<file path="src/rtl/vm_pkg.sv">
// Shared types for the vending machine: FSM states, coin codes and coin valuation.
package vm_pkg;

    localparam int unsigned COIN_VAL_W = 4;

    typedef enum logic [1:0] {
        ST_IDLE   = 2'd0,
        ST_CREDIT = 2'd1,
        ST_VEND   = 2'd2,
        ST_CHANGE = 2'd3
    } vm_state_e;

    typedef enum logic [1:0] {
        COIN_NONE = 2'd0,
        COIN_1    = 2'd1,
        COIN_5    = 2'd2,
        COIN_10   = 2'd3
    } vm_coin_e;

    function automatic logic [COIN_VAL_W-1:0] coin_value(input logic [1:0] code);
        logic [COIN_VAL_W-1:0] val;
        case (vm_coin_e'(code))
            COIN_1:  val = COIN_VAL_W'(1);
            COIN_5:  val = COIN_VAL_W'(5);
            COIN_10: val = COIN_VAL_W'(10);
            default: val = '0;
        endcase
        return val;
    endfunction

endpackage

</file>
<file path="src/rtl/vm_change_counter.sv">
// Credit register: coin add with overflow check, price subtract, change decrement.
module vm_change_counter
    import vm_pkg::*;
#(
    parameter int unsigned CREDIT_W = 7
) (
    input  logic                clk,
    input  logic                rst,
    input  logic [1:0]          coin_i,
    input  logic                coin_allow_i,
    input  logic                sub_en_i,
    input  logic [CREDIT_W:0]   price_i,
    input  logic                dec_en_i,
    output logic [CREDIT_W-1:0] credit_o,
    output logic [CREDIT_W:0]   eff_credit_c,
    output logic                coin_acc_c,
    output logic                zero_c
);

    localparam int unsigned SUM_W = CREDIT_W + 1;

    logic [CREDIT_W-1:0] credit_q, credit_d;
    logic [SUM_W-1:0]    sum_c;

    // Carry out of the sum means the coin would exceed the register range.
    assign sum_c        = {1'b0, credit_q} + SUM_W'(coin_value(coin_i));
    assign coin_acc_c   = coin_allow_i && (coin_i != 2'd0) && !sum_c[CREDIT_W];
    assign eff_credit_c = coin_acc_c ? sum_c : {1'b0, credit_q};
    assign zero_c       = (credit_q == '0);

    always_comb begin
        credit_d = CREDIT_W'(eff_credit_c - (sub_en_i ? price_i : SUM_W'(0)) - SUM_W'(dec_en_i));
    end

    always_ff @(posedge clk or posedge rst) begin
        if (rst) credit_q <= '0;
        else     credit_q <= credit_d;
    end

    assign credit_o = credit_q;

endmodule

</file>
<file path="src/rtl/vending_machine_param.sv">
// Parameterised vending machine controller with unit-by-unit change return.
// Optional per-item stock tracking is enabled by defining VM_STOCK_EN.
module vending_machine_param
    import vm_pkg::*;
#(
    parameter int unsigned N_ITEMS    = 4,
    parameter int unsigned CREDIT_W   = 7,
    parameter int unsigned PRICE_BASE = 5,
    parameter int unsigned PRICE_STEP = 3,
    parameter int unsigned STOCK_INIT = 3
) (
    input  logic                       clk,
    input  logic                       rst,
    input  logic [1:0]                 coin,
    input  logic                       sel_valid,
    input  logic [$clog2(N_ITEMS)-1:0] sel,
    input  logic                       cancel,
    output logic                       shipping,
    output logic [$clog2(N_ITEMS)-1:0] item,
    output logic                       change,
    output logic [CREDIT_W-1:0]        credit,
    output logic                       coin_reject,
    output logic                       short,
    output logic                       sold_out,
    output logic                       busy
);

    localparam int unsigned SEL_W = $clog2(N_ITEMS);
    localparam int unsigned SUM_W = CREDIT_W + 1;

    vm_state_e          state_q, state_d;
    logic [SEL_W-1:0]   item_q, item_d;
    logic               shipping_q, change_q, coin_reject_q, short_q, sold_out_q, busy_q;
    logic               shipping_d, change_d, coin_reject_d, short_d, sold_out_d, busy_d;
    logic               coin_allow, coin_acc, sub_en, dec_en, credit_zero;
    logic               sel_ok, in_stock;
    logic [SUM_W-1:0]   eff_credit, price;
    logic [CREDIT_W-1:0] credit_q;

    assign sel_ok     = sel_valid && (32'(sel) < N_ITEMS);
    assign price      = SUM_W'(PRICE_BASE + 32'(sel) * PRICE_STEP);
    assign coin_allow = (state_q == ST_IDLE) || (state_q == ST_CREDIT);

    vm_change_counter #(.CREDIT_W(CREDIT_W)) u_counter (
        .clk          (clk),
        .rst          (rst),
        .coin_i       (coin),
        .coin_allow_i (coin_allow),
        .sub_en_i     (sub_en),
        .price_i      (price),
        .dec_en_i     (dec_en),
        .credit_o     (credit_q),
        .eff_credit_c (eff_credit),
        .coin_acc_c   (coin_acc),
        .zero_c       (credit_zero)
    );

`ifdef VM_STOCK_EN
    localparam int unsigned STOCK_W = (STOCK_INIT < 2) ? 1 : $clog2(STOCK_INIT + 1);

    logic [STOCK_W-1:0] stock_q [N_ITEMS];

    always_ff @(posedge clk or posedge rst) begin
        if (rst) begin
            for (int i = 0; i < N_ITEMS; i++) stock_q[i] <= STOCK_W'(STOCK_INIT);
        end else if (sub_en) begin
            stock_q[sel] <= stock_q[sel] - STOCK_W'(1);
        end
    end

    assign in_stock = (stock_q[sel] != '0);
`else
    assign in_stock = 1'b1;
`endif

    always_comb begin
        state_d       = state_q;
        item_d        = item_q;
        sub_en        = 1'b0;
        dec_en        = 1'b0;
        short_d       = 1'b0;
        sold_out_d    = 1'b0;
        coin_reject_d = (coin != 2'd0) && !coin_acc;

        case (state_q)
            ST_IDLE, ST_CREDIT: begin
                if (coin_acc) state_d = ST_CREDIT;
                // Cancel wins over a same-cycle selection; the accepted coin is still returned.
                if ((state_q == ST_CREDIT) && cancel) begin
                    state_d = ST_CHANGE;
                end else if (sel_ok) begin
                    if (!in_stock) begin
                        sold_out_d = 1'b1;
                    end else if (eff_credit < price) begin
                        short_d = 1'b1;
                    end else begin
                        sub_en  = 1'b1;
                        item_d  = sel;
                        state_d = ST_VEND;
                    end
                end
            end
            ST_VEND: begin
                state_d = credit_zero ? ST_IDLE : ST_CHANGE;
            end
            ST_CHANGE: begin
                dec_en  = !credit_zero;
                state_d = (credit_q <= CREDIT_W'(1)) ? ST_IDLE : ST_CHANGE;
            end
            default: state_d = ST_IDLE;
        endcase

        shipping_d = (state_d == ST_VEND);
        change_d   = (state_d == ST_CHANGE);
        busy_d     = (state_d == ST_VEND) || (state_d == ST_CHANGE);
    end

    always_ff @(posedge clk or posedge rst) begin
        if (rst) begin
            state_q       <= ST_IDLE;
            item_q        <= '0;
            shipping_q    <= 1'b0;
            change_q      <= 1'b0;
            coin_reject_q <= 1'b0;
            short_q       <= 1'b0;
            sold_out_q    <= 1'b0;
            busy_q        <= 1'b0;
        end else begin
            state_q       <= state_d;
            item_q        <= item_d;
            shipping_q    <= shipping_d;
            change_q      <= change_d;
            coin_reject_q <= coin_reject_d;
            short_q       <= short_d;
            sold_out_q    <= sold_out_d;
            busy_q        <= busy_d;
        end
    end

    assign shipping    = shipping_q;
    assign item        = item_q;
    assign change      = change_q;
    assign credit      = credit_q;
    assign coin_reject = coin_reject_q;
    assign short       = short_q;
    assign sold_out    = sold_out_q;
    assign busy        = busy_q;

endmodule

</file>
<file path="config.mk">
export PLATFORM = sky130hd
export DESIGN_NAME = vending_machine_param
export DESIGN_NICKNAME = d
export VERILOG_FILES = /design/src/rtl/vm_pkg.sv /design/src/rtl/vm_change_counter.sv /design/src/rtl/vending_machine_param.sv
export SDC_FILE = /design/constraint.sdc
export NUM_CORES = 1
export LEC_CHECK = 0
export ABC_AREA = 1
export CORE_MARGIN = 2
export CORE_UTILIZATION = 39
export DETAILED_ROUTE_END_ITERATION = 16
export PLACE_DENSITY = 0.63
export SYNTH_ARGS = -nofsm -noshare
export SYNTH_HDL_FRONTEND = slang
export SYNTH_HIERARCHICAL = 1
export SYNTH_SLANG_ARGS = --single-unit
</file>
<file path="constraint.sdc">
create_clock -name clk -period 9.61 [get_ports clk]
set_input_delay 1.922 -clock clk [delete_from_list [all_inputs] [get_ports clk]]
set_output_delay 1.922 -clock clk [all_outputs]
set_load 0.01 [all_outputs]
</file>
==> results.yml, run 1 <==
grt:
  first_pass_grt_wire_length_mm: 5.40
  grt_start_max_net_pins: 10
  vias_in_the_first_global_route: 1253
  grt_util_all_layers: 0.137
  global_route.usage.met1: 0.188
  globalRouteMet2Util: 0.222
  antenna_found_initial: 0
  routing_usage_on_met3: 0.00872
  grt-ovfl-total: 0
  busiest_layer: "met2"
floorplan:
  die_y_um: 69.2
  core_outline_area_mm2: 0.00406
  ioPinCount: 23
  floorplan.initialDensity: 0.409
  dieArea_mm2: 0.00479
  die_width_um: 69.2
  core.rowCount: 23
synth:
  postSynthRegisterBits: 15
  synth_edf_count: 0
  dominantRegCellSynth: "dfrtp_1"
  ys_warn_count: 6
  asyncSetResetFlopFracSynth: 1.00
  synth.yosys.seq_area_share: 0.226
  netlist_area_before_placement_mm2: 0.00166
  yosys.cell_types.count: 34
  synthesis.area_per_instance_um2: 7.05
  post_synth_inst_count: 235
routing:
  vias_per_cell: 4.52
  wl_per_cell_um: 10.4
  postRouteWirelength_mm: 3.22
  drt_iter0_markers: 67
  dr_total_vias: 1402
  detailed_routing_iteration_count_for_the_pre_antenna_repair_pass: 4
  final_antenna_net_count: 0
  drc_errors: 0
timing:
  finClkSkew_ns: 0.0101
  timing.final.max_slew_violations: 0
  post-route-period-util: 0.646
  totalNegativeSetupSlack_ns: 0
  finalWorstPathRequiredPeriod_ns: 6.21
  setup_repair_after_global_routing_missed_its_margin: "no"
  final-setup-viol-count: 0
  hold_viol_final: 0
  max_freq_mhz: 161
critical_path:
  start_kind: "input pin"
  critical_path_peak_fanout: 7
  timing.critical_path.required_ns: 9.75
  criticalPathCategory: "input pin to register"
  critPathMostFrequentCell: "nand2_1"
  cp_slowest_cell: "clkdlybuf4s50_1"
  worst_stage_delay_on_the_critical_path_ns: 0.54
  worst_ep_arrival_time_ns: 6.35
  critical_path.endpoint_type: "register"
placed_design:
  dpl.hpwl_mm: 2.78
  io_buffers: 21
  placement.cell_area_mm2: 0.00192
  gp_routability_congestion: 0.854
run_status:
  outcome: "complete, no violations"
clocking:
  clock_insertion_delay_worst_skew_ns: 0.25
  clockBufferDepth: 2
  root_buffer_cell: "clkbuf_8"
  postCtsHoldBufs: 0
  clk_pin_slew_ns: 0.07
  cts_repair_resize_count: 0
  count_of_clock_tree_sinks: 15
  htree_num_levels: 1
  number_of_post_cts_setup_repair_buffers: 0
  numCtsBuffers: 3
  clock_tree_from_tritoncts: "done"
finish:
  mostFrequentLayoutCells: "inv_1 (56), nand2_1 (56), ha_1 (22), clkdlybuf4s50_1 (21), nand3_1 (16)"
  antennaDiodeCount: 0
  syn2layout_area_growth_pct: 18.8
  fraction_of_layout_cells_with_a_size_suffix_above_1: 0.104
  num-nets-final: 293
  postLayoutCellArea_mm2: 0.00197
  filler_cell_count_in_the_final_layout: 413
hold_path:
  hold_class: "register to register"
power:
  peakVddDrop_mv: 0.190
  power.density_mw_per_mm2: 291
  total_leakage_power_nw: 1.11
run:
  cap_viol_max_count: 0
-- worst max-delay path, delay by kind of cell --
family / cells / cell delay, ns
xor gates and xnor gates: 1 / 0.17
buffers and inverters: 8 / 1.05
and+or+nand+nor: 17 / 1.33
adders and majority gates: 5 / 1.68
AOI/OAI and AO/OA: 1 / 0.20
-- synth_stat cells (2+ instances only) --
cell type   n  share of area
a21oi_1     3         0.0091
a31oi_1     2         0.0075
buf_4       2         0.0091
conb_1      2         0.0045
dfrtp_1    15           0.23
fa_1        2          0.024
ha_1       22           0.17
inv_1      56           0.13
inv_2       4         0.0091
nand2_1    56           0.13
nand2_2     4          0.015
nand2_4     4          0.027
nand3_1    16          0.048
nand4_1     4          0.015
nor2_1     13          0.029
nor2_4      3          0.020
nor3_1      4          0.012
xnor2_1     2          0.011
xor2_1      6          0.032
-- final timing paths --
check,startpoint,end,slack (ns),depth (start not counted)
worst max-delay path,coin[0],u_counter/credit_o[6],3.40,32
worst min-delay path,item[1],item[1],0.48,2
worst max register to register,u_counter/credit_o[2],u_counter/credit_o[6],5.45,29
worst min register to register,item[1],item[1],0.48,2
max in group asynchronous,rst,state_q[0],7.43,2
min in group asynchronous,rst,u_counter/credit_o[0],1.93,2
-- per-layer routing --
layer	wire, um	vias up	share of wire
met2	1450	17	0.45
met5	0	-	0
li1	-	749	-
met1	1650	632	0.51
met4	45	0	0.014
met3	67	4	0.021
-- power breakdown --
part,total [mW],switching [mW],internal (mW)
combinational,0.396,0.225,0.170
sequential,0.126,0.0341,0.0918
clock,0.0507,0.0220,0.0287
total,0.573,0.282,0.291
-- area by class of cell --
cell class	count	area [um^2]	area share
clock buffer	3	41.3	0.0210
clock inverter	1	5.00	0.00254
inverter	61	231	0.118
multi-input combinational	159	1040	0.530
sequential	15	375	0.191
tap	50	62.6	0.0318
timing repair buffer	21	210	0.107
-- sequential cells by signal, summed over array words and instances (netlist names) --
signal and count:
busy 1, short 1, item 2, u_counter/credit_o 7, change 1, coin_reject 1, state_q 1, shipping 1
-- cells by family (layout without fill, tap and decap cells) --
logic type	Yosys count	after routing	synth area share
other	2	4	0.00453
and+or+nand+nor	113	113	0.349
xor gates and xnor gates	8	8	0.0423
DFF	15	15	0.226
adders and majority gates	24	24	0.190
AOI/OAI and AO/OA	10	10	0.0392
buffers and inverters	63	86	0.149
-- stage by stage --
stage / std cells / util / total power [mW] / hold slack, ns / setup slack, ns
finish: 310 / 0.485 / 0.573 / 0.484 / 3.40
global route: 310 / 0.485 / 0.640 / 0.510 / 3.02
CTS: 310 / 0.485 / 0.580 / 0.487 / 3.36
detailed placement: 306 / 0.474 / 0.526 / 0.472 / 3.12
global placement: 306 / 0.474 / 0.524 / 0.465 / 3.20
floorplan: 237 / - / 0.411 / 0.505 / 4.12
(Power assumes the default switching activity.)
==> inputs of run 2 (changes only) <==
clock period = 6.25 ns   (was 9.61 ns; I/O delays follow)
==> results.yml, run 2 (synthesized netlist as in run 1, its figures left out) <==
timing:
  hold_viol_final: 0
  totalNegativeSetupSlack_ns: 0
  finalWorstPathRequiredPeriod_ns: 5.59
  max_freq_mhz: 179
  final-setup-viol-count: 0
  whs_ns: 0.476
  finClkSkew_ns: 0.00524
  post-route-period-util: 0.895
  timing.final.max_slew_violations: 0
  setup_repair_after_global_routing_missed_its_margin: "no"
routing:
  drt_iter0_markers: 51
  drc_errors: 0
  vias_per_cell: 4.51
  wl_per_cell_um: 9.86
  detailed_routing_iteration_count_for_the_pre_antenna_repair_pass: 4
  dr_total_vias: 1399
  final_antenna_net_count: 0
  postRouteWirelength_mm: 3.06
power:
  netSwitchingPower_mw: 0.421
  internal_power_mw: 0.447
  p_sw_frac: 0.485
  total_leakage_power_nw: 1.11
  power_frac_clock: 0.088
  p_seq_frac: 0.220
  share_comb_of_total_power: 0.692
  total_power_mw: 0.869
  peakVddDrop_mv: 0.196
  power.density_mw_per_mm2: 441
finish:
  syn2layout_area_growth_pct: 18.8
  final_cells: 310
  num-nets-final: 293
  fraction_of_layout_cells_with_a_size_suffix_above_1: 0.104
  antennaDiodeCount: 0
  largest_reg_flops: 7
  utilization_after_layout: 0.485
  mostFrequentLayoutCells: "inv_1 (56), nand2_1 (56), ha_1 (22), clkdlybuf4s50_1 (21), nand3_1 (16)"
critical_path:
  timing.critical_path.required_ns: 6.39
  cp_slowest_cell: "clkdlybuf4s50_1"
  worst_ep_arrival_time_ns: 5.73
  criticalPathCategory: "input pin to register"
  start_kind: "input pin"
  critical_path_peak_fanout: 8
  critical_path.reg2reg.startpoint: "u_counter/credit_o[2]"
  critical_path.endpoint_type: "register"
  cp_top_delay_family: "adder cells"
  worst_stage_delay_on_the_critical_path_ns: 0.53
  critical_path.startpoint: "coin[0]"
  crit_buf_inv: 7
clocking:
  postCtsHoldBufs: 0
  clockBufferDepth: 2
  count_of_clock_tree_sinks: 15
  number_of_post_cts_setup_repair_buffers: 0
  cts_repair_resize_count: 0
  clk_pin_slew_ns: 0.06
  htree_num_levels: 1
  numCtsBuffers: 3
  root_buffer_cell: "clkbuf_8"
  clock_tree_from_tritoncts: "done"
  clock_insertion_delay_worst_skew_ns: 0.25
floorplan:
  core.rowCount: 23
  die_y_um: 69.2
  ioPinCount: 23
  floorplan.initialDensity: 0.409
  die_width_um: 69.2
  core_outline_area_mm2: 0.00406
  dieArea_mm2: 0.00479
grt:
  grt_util_all_layers: 0.139
  antenna_found_initial: 0
  grt-ovfl-total: 0
  vias_in_the_first_global_route: 1324
  grt_start_max_net_pins: 10
  first_pass_grt_wire_length_mm: 5.51
run_status:
  outcome: "complete, no violations"
placed_design:
  io_buffers: 21
  placed_cells: 306
  gp_routability_congestion: 0.789
  dpl.hpwl_mm: 2.65
hold_path:
  hold_class: "register to register"
  min-delay-start: "item[0]"
run:
  cap_viol_max_count: 0
==> run 2: cell counts in the layout (fill, tap and decap cells not counted) <==
Identical to the previous run, type by type.
==> run 2: power groups by stage <==
| stage | combinational, mW | sequential [mW] | clock (mW) |
|---|---|---|---|
| final | 0.601 | 0.191 | 0.0767 |
| after floorplan | 0.430 | 0.201 | 0 |
| after detailed placement | 0.606 | 0.194 | 0 |
| after global placement | 0.600 | 0.193 | 0 |
| after global routing | 0.698 | 0.202 | 0.0854 |
| after CTS | 0.609 | 0.192 | 0.0798 |
==> run 2: layer usage <==
layer | vias up | track usage | part of all wire
met5 | - | 0 | 0
met4 | 0 | 0.0523 | 0.016
met3 | 4 | 0.0131 | 0.021
met2 | 19 | 0.230 | 0.46
met1 | 617 | 0.188 | 0.50
li1 | 759 | - | -
==> run 2: tightest hold or removal path, stage by stage, from the launching register on <==
cell and delay, ns:
dfrtp_1 0.35, nand2_1 0.05, nand2_1 0.05
==> run 2: stage by stage <==
step / area [um^2] / worst slack (ns)
after global routing: 1970 / 0.158
after floorplan: 1670 / 1.43
after detailed placement: 1920 / 0.381
after CTS: 1970 / 0.626
final: 1970 / 0.657
after global placement: 1920 / 0.401
==> run 2: final timing paths <==
check	slack [ns]	end	cells after the start
min in group asynchronous	1.27	u_counter/credit_o[0]	2
worst max register to register	2.03	u_counter/credit_o[6]	28
worst min register to register	0.48	item[0]	2
worst min-delay path	0.48	item[0]	2
worst max-delay path	0.66	u_counter/credit_o[6]	31
max in group asynchronous	4.76	state_q[0]	2
==> run 2: final cells by class <==
| cell class | instances | area (um^2) |
|---|---|---|
| well taps | 50 | 62.6 |
| repair buffers | 21 | 210 |
| fillers | 418 | 2090 |
| flip-flops and latches | 15 | 375 |
| multi-input cells | 159 | 1040 |
| clock inverters | 1 | 5.00 |
| clock buffers | 3 | 41.3 |
| inverters | 61 | 231 |
